[src/rtl/ahb3lite_interconnect_master_port_v2.sv]
// AHB3-Lite multi-layer switch master port (the AHB slave side of the switch).
// It decodes each master transfer against the slave address windows and
// requests the addressed slave port. While that port is not granted, it holds
// the address phase and replays it on grant. It also reports burst/lock-aware
// switch points. A decode-error responder is built when
// AHB3LITE_MSTPORT_DECERR_EN is defined.
//
// state          | meaning
// NO_ACCESS      | no slave port requested; local zero-wait OKAY response
// ACCESS_PENDING | registered address phase held and replayed until granted
// ACCESS_GRANTED | slave port owns the data phase; live request forwarded
// DECERR1        | unmapped transfer, first error cycle (HREADYOUT=0, HRESP=1)
// DECERR2        | unmapped transfer, second error cycle (HREADYOUT=1, HRESP=1)
module ahb3lite_interconnect_master_port_v2 #(
   parameter int HADDR_SIZE     = 32,
   parameter int HDATA_SIZE     = 32,
   parameter int SLAVES         = 8,
   parameter int PRIORITY_BITS  = 3,
   parameter int BURST_CNT_BITS = 4
) (
   input  logic                         HCLK,
   input  logic                         HRESETn,
   input  logic [PRIORITY_BITS-1:0]     mst_priority,
   input  logic                         mst_HSEL,
   input  logic [HADDR_SIZE-1:0]        mst_HADDR,
   input  logic [HDATA_SIZE-1:0]        mst_HWDATA,
   input  logic                         mst_HWRITE,
   input  logic [2:0]                   mst_HSIZE,
   input  logic [2:0]                   mst_HBURST,
   input  logic [3:0]                   mst_HPROT,
   input  logic [1:0]                   mst_HTRANS,
   input  logic                         mst_HMASTLOCK,
   input  logic                         mst_HREADY,
   output logic [HDATA_SIZE-1:0]        mst_HRDATA,
   output logic                         mst_HREADYOUT,
   output logic                         mst_HRESP,
   input  logic [SLAVES*HADDR_SIZE-1:0] slvHADDRmask,
   input  logic [SLAVES*HADDR_SIZE-1:0] slvHADDRbase,
   output logic [SLAVES-1:0]            slvHSEL,
   output logic [HADDR_SIZE-1:0]        slvHADDR,
   output logic [HDATA_SIZE-1:0]        slvHWDATA,
   output logic                         slvHWRITE,
   output logic [2:0]                   slvHSIZE,
   output logic [2:0]                   slvHBURST,
   output logic [3:0]                   slvHPROT,
   output logic [1:0]                   slvHTRANS,
   output logic                         slvHMASTLOCK,
   input  logic [SLAVES*HDATA_SIZE-1:0] slvHRDATA,
   input  logic [SLAVES-1:0]            slvHREADY,
   input  logic [SLAVES-1:0]            slvHRESP,
   output logic                         slvHREADYOUT,
   output logic [PRIORITY_BITS-1:0]     slvpriority,
   output logic                         can_switch,
   input  logic [SLAVES-1:0]            master_granted,
   output logic                         decerr
);

   localparam int SEL_BITS = (SLAVES > 1) ? $clog2(SLAVES) : 1;

   localparam logic [1:0] HTRANS_IDLE   = 2'b00;
   localparam logic [1:0] HTRANS_NONSEQ = 2'b10;
   localparam logic [1:0] HTRANS_SEQ    = 2'b11;
   localparam logic [2:0] HBURST_SINGLE = 3'b000;
   localparam logic [2:0] HBURST_INCR   = 3'b001;

   typedef enum logic [2:0] {
      NO_ACCESS,
      ACCESS_PENDING,
      ACCESS_GRANTED,
      DECERR1,
      DECERR2
   } state_t;

   state_t state, state_nxt;

   logic [PRIORITY_BITS-1:0]  reg_priority;
   logic [HADDR_SIZE-1:0]     reg_haddr;
   logic [HDATA_SIZE-1:0]     reg_hwdata;
   logic                      reg_hwrite;
   logic [2:0]                reg_hsize;
   logic [2:0]                reg_hburst;
   logic [3:0]                reg_hprot;
   logic [1:0]                reg_htrans;
   logic                      reg_hmastlock;
   logic                      local_ready;
   logic [SEL_BITS-1:0]       slave_sel;
   logic [SEL_BITS-1:0]       cur_idx, pend_idx, sel_idx;
   logic [SLAVES-1:0]         cur_hit, pend_hit;
   logic [BURST_CNT_BITS-1:0] burst_cnt;
   logic                      pend;
   logic                      addr_err;

   // Window decode of the live and the held request; lowest index wins on overlap.
   always_comb begin
      cur_hit  = '0;
      pend_hit = '0;
      cur_idx  = '0;
      pend_idx = '0;
      for (int s = SLAVES - 1; s >= 0; s--) begin
         if (mst_HTRANS != HTRANS_IDLE &&
             (mst_HADDR & slvHADDRmask[s*HADDR_SIZE +: HADDR_SIZE]) ==
             (slvHADDRbase[s*HADDR_SIZE +: HADDR_SIZE] & slvHADDRmask[s*HADDR_SIZE +: HADDR_SIZE])) begin
            cur_hit    = '0;
            cur_hit[s] = 1'b1;
            cur_idx    = SEL_BITS'(s);
         end
         if (reg_htrans != HTRANS_IDLE &&
             (reg_haddr & slvHADDRmask[s*HADDR_SIZE +: HADDR_SIZE]) ==
             (slvHADDRbase[s*HADDR_SIZE +: HADDR_SIZE] & slvHADDRmask[s*HADDR_SIZE +: HADDR_SIZE])) begin
            pend_hit    = '0;
            pend_hit[s] = 1'b1;
            pend_idx    = SEL_BITS'(s);
         end
      end
   end

`ifdef AHB3LITE_MSTPORT_DECERR_EN
   assign addr_err = mst_HREADY & mst_HSEL & (mst_HTRANS == HTRANS_NONSEQ || mst_HTRANS == HTRANS_SEQ) & ~|cur_hit;
   assign decerr   = (state == DECERR1);
`else
   assign addr_err = 1'b0;
   assign decerr   = 1'b0;
`endif

   // Capture the address phase, local ready, data-phase slave index and burst count on acceptance.
   always_ff @(posedge HCLK or negedge HRESETn) begin
      if (!HRESETn) begin
         reg_priority  <= '0;
         reg_haddr     <= '0;
         reg_hwdata    <= '0;
         reg_hwrite    <= 1'b0;
         reg_hsize     <= '0;
         reg_hburst    <= '0;
         reg_hprot     <= '0;
         reg_htrans    <= HTRANS_IDLE;
         reg_hmastlock <= 1'b0;
         local_ready   <= 1'b1;
         slave_sel     <= '0;
         burst_cnt     <= '0;
      end else if (mst_HREADY) begin
         reg_priority  <= mst_priority;
         reg_haddr     <= mst_HADDR;
         reg_hwdata    <= mst_HWDATA;
         reg_hwrite    <= mst_HWRITE;
         reg_hsize     <= mst_HSIZE;
         reg_hburst    <= mst_HBURST;
         reg_hprot     <= mst_HPROT;
         reg_htrans    <= mst_HSEL ? mst_HTRANS : HTRANS_IDLE;
         reg_hmastlock <= mst_HMASTLOCK;
         // an unmapped transfer is answered locally, so it must not stall the master
         local_ready   <= ~mst_HSEL | (mst_HTRANS == HTRANS_IDLE) | ~|cur_hit;
         slave_sel     <= sel_idx;
         if (mst_HSEL && mst_HTRANS == HTRANS_NONSEQ) begin
            case (mst_HBURST)
               3'b010, 3'b011: burst_cnt <= BURST_CNT_BITS'(2);
               3'b100, 3'b101: burst_cnt <= BURST_CNT_BITS'(6);
               3'b110, 3'b111: burst_cnt <= BURST_CNT_BITS'(14);
               default:        burst_cnt <= '0;
            endcase
         end else if (mst_HSEL && mst_HTRANS == HTRANS_SEQ && burst_cnt != '0) begin
            burst_cnt <= burst_cnt - BURST_CNT_BITS'(1);
         end
      end
   end

   // State register.
   always_ff @(posedge HCLK or negedge HRESETn) begin
      if (!HRESETn) state <= NO_ACCESS;
      else          state <= state_nxt;
   end

   // Next-state decision.
   always_comb begin
      state_nxt = state;
      case (state)
         NO_ACCESS, DECERR2: begin
            if (state == DECERR2) state_nxt = NO_ACCESS;
            if (addr_err)                state_nxt = DECERR1;
            else if (|cur_hit)           state_nxt = |(cur_hit & master_granted) ? ACCESS_GRANTED : ACCESS_PENDING;
            else if (|pend_hit)          state_nxt = ACCESS_PENDING;
         end
         ACCESS_PENDING: begin
            if (|(pend_hit & master_granted) && slvHREADY[slave_sel]) state_nxt = ACCESS_GRANTED;
         end
         ACCESS_GRANTED: begin
            if (mst_HREADY) begin
               if (addr_err)                     state_nxt = DECERR1;
               else if (~|cur_hit)               state_nxt = NO_ACCESS;
               else if (~|(cur_hit & master_granted) || ~|(cur_hit & slvHREADY))
                                                 state_nxt = ACCESS_PENDING;
            end
         end
         DECERR1: state_nxt = DECERR2;
         default: state_nxt = NO_ACCESS;
      endcase
   end

   // Request mux toward the slave ports: held request while pending, live otherwise.
   always_comb begin
      pend         = (state == ACCESS_PENDING);
      slvHSEL      = pend ? pend_hit : cur_hit;
      if (state == DECERR1) slvHSEL = '0;
      slvHADDR     = pend ? reg_haddr     : mst_HADDR;
      slvHWDATA    = pend ? reg_hwdata    : mst_HWDATA;
      slvHWRITE    = pend ? reg_hwrite    : mst_HWRITE;
      slvHSIZE     = pend ? reg_hsize     : mst_HSIZE;
      slvHBURST    = pend ? reg_hburst    : mst_HBURST;
      slvHPROT     = pend ? reg_hprot     : mst_HPROT;
      slvHMASTLOCK = pend ? reg_hmastlock : mst_HMASTLOCK;
      slvpriority  = pend ? reg_priority  : mst_priority;
      // a replayed beat starts a fresh address phase at the slave, so SEQ becomes NONSEQ
      slvHTRANS    = pend ? ((reg_htrans == HTRANS_SEQ) ? HTRANS_NONSEQ : reg_htrans) : mst_HTRANS;
      slvHREADYOUT = pend ? slvHREADY[slave_sel] : mst_HREADY;
      sel_idx      = pend ? pend_idx : cur_idx;
   end

   // Response mux toward the master.
   always_comb begin
      mst_HRDATA    = slvHRDATA[slave_sel*HDATA_SIZE +: HDATA_SIZE];
      mst_HREADYOUT = local_ready;
      mst_HRESP     = 1'b0;
      case (state)
         ACCESS_GRANTED: begin
            mst_HREADYOUT = slvHREADY[slave_sel];
            mst_HRESP     = slvHRESP[slave_sel];
         end
         DECERR1: begin
            mst_HREADYOUT = 1'b0;
            mst_HRESP     = 1'b1;
         end
         DECERR2: begin
            mst_HREADYOUT = 1'b1;
            mst_HRESP     = 1'b1;
         end
         default: ;
      endcase
   end

   // Switch points: never inside a locked sequence, fixed bursts only on their last beat.
   always_comb begin
      can_switch = 1'b1;
      if (state == ACCESS_GRANTED) begin
         can_switch = ~mst_HSEL |
                      (mst_HREADY & ~mst_HMASTLOCK &
                       ((mst_HTRANS == HTRANS_IDLE) ||
                        (mst_HTRANS == HTRANS_NONSEQ && (mst_HBURST == HBURST_SINGLE || mst_HBURST == HBURST_INCR)) ||
                        (mst_HTRANS == HTRANS_SEQ && mst_HBURST != HBURST_INCR && burst_cnt == '0)));
      end
   end

endmodule

[config.mk]
export PLATFORM = sky130hd
export DESIGN_NAME = ahb3lite_interconnect_master_port_v2
export DESIGN_NICKNAME = d
export VERILOG_FILES = /design/src/rtl/ahb3lite_interconnect_master_port_v2.sv
export SDC_FILE = /design/constraint.sdc
export NUM_CORES = 1
export LEC_CHECK = 0
export ABC_CLOCK_PERIOD_IN_PS = 4000
export BUFFER_PORTS_ARGS = -buffer_cell sky130_fd_sc_hd__buf_2
export CAP_MARGIN = 0
export CORE_AREA = 8 8 380 382
export CTS_BUF_LIST = sky130_fd_sc_hd__clkbuf_8
export CTS_CLUSTER_DIAMETER = 120
export CTS_CLUSTER_SIZE = 20
export DETAILED_ROUTE_END_ITERATION = 8
export DIE_AREA = 0 0 388 390
export PLACE_DENSITY = 0.33
export SLEW_MARGIN = 20
export SYNTH_ARGS = -nofsm -noshare
export SYNTH_HDL_FRONTEND = slang
export SYNTH_SLANG_ARGS = --single-unit
[constraint.sdc]
create_clock -name HCLK -period 4 [get_ports HCLK]
set_clock_uncertainty 0.05 [all_clocks]
set_input_delay 0.2 -clock HCLK [delete_from_list [all_inputs] [get_ports HCLK]]
set_output_delay 0.2 -clock HCLK [all_outputs]
set_load 0.01 [all_outputs]
# After elaboration in Yosys (flattened, before gate mapping)

Cells that the tools add are included.

Add/subtract/negate cells: 1
Bitwise operators: 34
Reductions and logical operators: 50
Muxes and demuxes: 66
Order comparisons: 1
Shift-type cells: 1
Equal/unequal tests: 35

Operators with widths:

| cell               | count |
|---|---|
| $and 32x32->32     | 24 |
| $eq 32x32->1       | 16 |
| $shiftx 256x9->32  | 1 |
| $mux 8             | 18 |
| $mux 3             | 27 |
| $mux 32            | 2 |
| $reduce_or 8->1    | 5 |
| $and 8x8->8        | 3 |
| $logic_and 1x1->1  | 23 |
| $eq 3x3->1 const B | 5 |
| $eq 3x2->1 const B | 4 |
| $mux 4             | 3 |
| $pmux 3 s4         | 1 |
| $pmux 4 s3         | 1 |
| $reduce_or 2->1    | 5 |
| $mux 2             | 4 |
| $bmux 1 s3         | 2 |
| $eq 2x2->1 const B | 3 |
| $eq 3x1->1 const B | 2 |
| $logic_not 3->1    | 2 |
| $mux 1             | 6 |
| $reduce_bool 2->1  | 3 |
| $logic_not 4->1    | 1 |
| $logic_or 1x1->1   | 4 |
| other kinds (17)   | 23 |

Bits in registers: 92
Output and inout bits: 126
Input bits: 877
Word-level logic and storage cells: 201

# Longest topological paths before layout

Depth after elaboration: 19
Mapped depth: 13
Mapped depth without buffers: 10

# Worst setup path before layout

Ideal clock, no wire load.

Kind: reg2reg
From: register reg_haddr[7]
To: register state[0]
Clock period less this slack: 2685 ps
Data required time: 3887 ps
Path slack: 1315 ps
Buffers on the path: 1
Library setup time: 63 ps
Arrival: 2571 ps
Cell stages (with the launch flop): 12
Cells stage by stage: dfrtp_1 buf_4 xor2_1 a221o_1 nor4_2 nand4_1 a2111oi_0 nor4_1 o31a_1 a211oi_1 o21a_1 o22a_2

Cells in the longest elaborated chain, start to end: 16
Elaborated cells between the ends (all ways): 42
Those cells by class: 10 x eq/ne; 11 x mux; 9 x bitwise; 12 x reduce/logical

Ends and longest elaborated chain:

| what                       | RTL line | source |
|---|---|---|
| from (decl)                | 77       | `logic [HADDR_SIZE-1:0] reg_haddr;` |
| from (signal assigned)     | 142      | `reg_haddr <= mst_HADDR;` |
| $and 32x32->32             | 108      | `(reg_haddr & slvHADDRmask[s*HADDR_SIZE +: HADDR_SIZE]) ==` |
| $eq 32x32->1               | 108      |  |
| $logic_and 1x1->1          | 107      | `if (reg_htrans != HTRANS_IDLE &&` |
| $mux 8 (7 in a row)        | 107      |  |
| $mux 8 (*)                 | 107      |  |
| $and 8x8->8                | 183      | `if (\|(pend_hit & master_granted) && slvHREADY[slave_sel]) state_nxt = ACCESS_GRANTED;` |
| $reduce_or 8->1            | 183      |  |
| $logic_and 1x1->1          | 183      |  |
| $ne 2x1->1 (no line)       | n/a      |  |
| $reduce_and 4->1 (no line) | n/a      |  |
| to (signal assigned)       | 169      | `else state <= state_nxt;` |
| to (decl)                  | 74       | `state_t state, state_nxt;` |

Every way passes the cells marked *; elsewhere a longest branch is shown, timed or not.
A chain may end at the register's enable or synchronous reset.

# Worst setup path in the final report

From: register reg_haddr[25]
To: output port slvHSEL[6]

Cells in the longest elaborated chain, start to end: 12
Elaborated cells between the ends (all ways): 30
Those cells by class: 7 x eq/ne; 9 x mux; 7 x bitwise; 7 x reduce/logical

Ends and longest elaborated chain:

| what                | RTL line | source |
|---|---|---|
| $and 32x32->32      | 108      |  |
| $eq 32x32->1        | 108      |  |
| $logic_and 1x1->1   | 107      |  |
| $mux 8 (6 in a row) | 107      |  |
| $mux 8 (*)          | 107      |  |
| $mux 8 (*)          | 201      | `slvHSEL = pend ? pend_hit : cur_hit;` |
| $mux 8 (*)          | 202      | `if (state == DECERR1) slvHSEL = '0;` |
| to (decl)           | 39       | `output logic [SLAVES-1:0] slvHSEL,` |

Marked as above.

==> flow_summary.yaml <==
status:
  status: "complete, no violations"
grt:
  antenna_found_initial: 135
  grt_pass1_wl_mm: 234
  grt_pass1_vias: 23700
  globalRouteTotalUtil_pct: 22.8
  grt_max_degree: 52
  grt_overflow: 0
sta:
  slew_viol_final: 0
  rsz0062_at_grt: "true"
  setup_violations: 0
  finalHoldViolations: 0
  holdWs_ns: 0.0800
  slew_headroom_pct: 35.5
  period_minus_slack_ns: 3.89
  max_freq_ghz: 0.257
  worst_slew_pin_slew_ns: 0.943
  post-route-period-util_pct: 97.1
finish:
  fin_nets: 4022
  layout_common_cells: "buf_2, nand2_1, nand3b_1"
  drive_gt1_share_pct: 44.9
  design_area_mm2: 0.0251
  final_util_pct: 18.1
  area_growth_pct: 54.1
  layout_commonest_cell: "buf_2"
  final_cells: 4999
clock_tree:
  cts_tree: "built"
  insertion_delay_ns: 0.45
  path_clk_slew_ns: 0.11
  root_buffer: "clkbuf_8"
  htree_levels: 3
  numCtsBuffers: 9
  cts_max_path_buffers: 2
  cts_num_sinks: 92
synthesis:
  ys_ff_latch: 92
  async_flop_share_pct: 100
  synthFlopType: "dfrtp_1"
  syn_nets: 2949
  synth_area_per_cell_um2: 7.85
  synth-seq-area-share_pct: 14.2
  synth_cells: 2071
  mappedNetlistArea_mm2: 0.0163
  synth_cell_type_count: 82
  synth_edf_count: 0
  ys_warn_count: 0
floorplan:
  boundaryPins: 1003
  dieArea_mm2: 0.151
  die_h_um: 390
  rows: 137
  die_w_um: 388
  start_util_pct: 11.7
  core_mm2: 0.139
detailed_routing:
  post-route-drc-count: 0
  drt_iter0_markers: 2810
  wl_mm: 184
  route.detailed.vias_per_inst: 4.77
  dr.pass1.iters: 6
  routedWlPerCell_um: 36.7
  antenna_left: 0
  via_count: 23900
critical_path:
  worst-path-buf-inv: 5
  worst-path-stages: 13
  cp_data_arrival_time_ns: 3.64
  cp_max_fo: 5
  cp_cell_sequence: "buf_4 > nand3b_1 > o2111ai_1 > nor4_1 > buf_4 > nor3b_1 > buf_4 > a32oi_2 > buf_4 > nand3_1 > or3_1 > a21oi_2 > buf_2"
  cp_slowest_stage_delay_ns: 0.50
  crit_path_top_delay_cell: "dfrtp_2"
  crit_type: "flop to output pin"
  critPathRequiredTime_ns: 3.75
  cp-end-kind: "output pin"
  cp-start-kind: "flop"
  cp_common_cell: "buf_4"
  critPathTopFamily: "simple AND/OR/NAND/NOR gates"
  r2r_cells: 13
power_and_ir_drop:
  powerDensity_mw_per_mm2: 263
  ir_worst_vdd_mv: 0.184
  p_leak_nw: 11.1
  total_power_mw: 6.59
hold_path:
  hp-class: "input port to flop"
  hold_depth: 3
flow_run:
  max-cap-violations: 0
place:
  dp_cells: 4891
  io_buffers: 1001
  hpwl_mm: 158
  gp_congestion: 0.992
  place_area_mm2: 0.0241
## area by class of cell
type                    count  area, um2
fillers                 16000     113000
multi-input cells        1811      13200
repair buffers           1204       6780
flip-flops and latches     92       2360
well taps                1807       2260
clock buffers              10        138
diodes                     44        110
inverters                  26       97.6
clock inverters             5       85.1
## metal layers
metal | track usage [%] | wire length [um] | vias to the layer above
met1 | 29.0 | 76700 | 11900
li1 | - | - | 9929
met3 | 6.67 | 16900 | 386
met2 | 37.2 | 83300 | 1590
met4 | 6.86 | 6360 | 60
met5 | 0 | 389 | -
## metrics by stage
| step | setup TNS [ns] | worst slack [ns] |
|---|---|---|
| detailed placement | 0 | 0.134 |
| global placement | 0 | 0.119 |
| CTS | 0 | 0.0104 |
| finish | 0 | 0.114 |
| floorplan | 0 | 1.32 |
| global route | -0.00339 | -0.00339 |
## logic make-up (layout without fill, tap and decap cells)
logic type	Yosys count	count (layout)	synth area share (%)
AOI/OAI and AO/OA	358	358	15.8
xor gates and xnor gates	254	254	13.7
adders and majority gates	1	1	0.0769
buffers and inverters	168	1245	4.92
DFF	92	92	14.2
muxes	184	184	17.4
other	1	45	0.0231
and+or+nand+nor	1013	1013	33.9
## worst min-delay path, stage by stage
cell and delay [ns]:
buf_2 0.15, a31o_2 0.15, o21ai_0 0.07
## flip-flops by register name (all words and copies together), names as in the netlist, 2 cells and up
| signal | count |
|---|---|
| reg_hburst | 3 |
| reg_hwdata | 32 |
| reg_hprot | 4 |
| reg_hsize | 3 |
| burst_cnt | 4 |
| reg_priority | 3 |
| slave_sel | 3 |
| reg_haddr | 32 |
| reg_htrans | 2 |
| state | 3 |
## Yosys cell counts (12+ instances only)
library cell | instances | area share, %
nand4_1 | 57 | 2.2
nand3_1 | 28 | 0.86
buf_4 | 15 | 0.69
nor2_1 | 34 | 0.78
o2111ai_1 | 23 | 1.2
a221oi_1 | 12 | 0.65
a22o_1 | 17 | 0.92
nand3b_1 | 282 | 13
o21ai_0 | 78 | 2.4
nand2_1 | 471 | 11
clkbuf_1 | 46 | 1.1
and3_1 | 19 | 0.73
mux4_2 | 68 | 9.4
inv_1 | 26 | 0.60
nor4_1 | 36 | 1.4
mux2_2 | 114 | 7.9
buf_2 | 63 | 1.9
xor2_1 | 249 | 13
o22ai_1 | 57 | 2.2
dfrtp_1 | 91 | 14
a22oi_1 | 71 | 3.3
## worst paths after layout
check                              start        endpoint  slack [ns]
min in group asynchronous        HRESETn  reg_hwdata[21]        0.33
setup / recovery           reg_haddr[25]      slvHSEL[6]        0.11
hold / removal                  mst_HSEL     local_ready        0.08
hold reg to reg            reg_hburst[2]   reg_hburst[2]        0.47
max in group asynchronous        HRESETn    reg_haddr[4]        2.63
setup reg to reg           reg_haddr[12]        state[0]        0.45
## timing repair
item | in CTS | in global routing
setup buffers | 0 | 1
resized for setup | 27 | 15
endpoints found under the hold margin | 95 | 0
setup endpoints to repair | 6 | 2
hold buffers | 48 | 0
## report_power, final
part | leakage, nW | total [mW] | internal, mW | switching, mW
clock | 0.109 | 0.815 | 0.369 | 0.446
combinational | 9.97 | 4.50 | 1.65 | 2.85
sequential | 1.06 | 1.28 | 1.05 | 0.231
total | 11.1 | 6.59 | 3.07 | 3.52
Note: power is estimated with default switching activity, not from simulation.
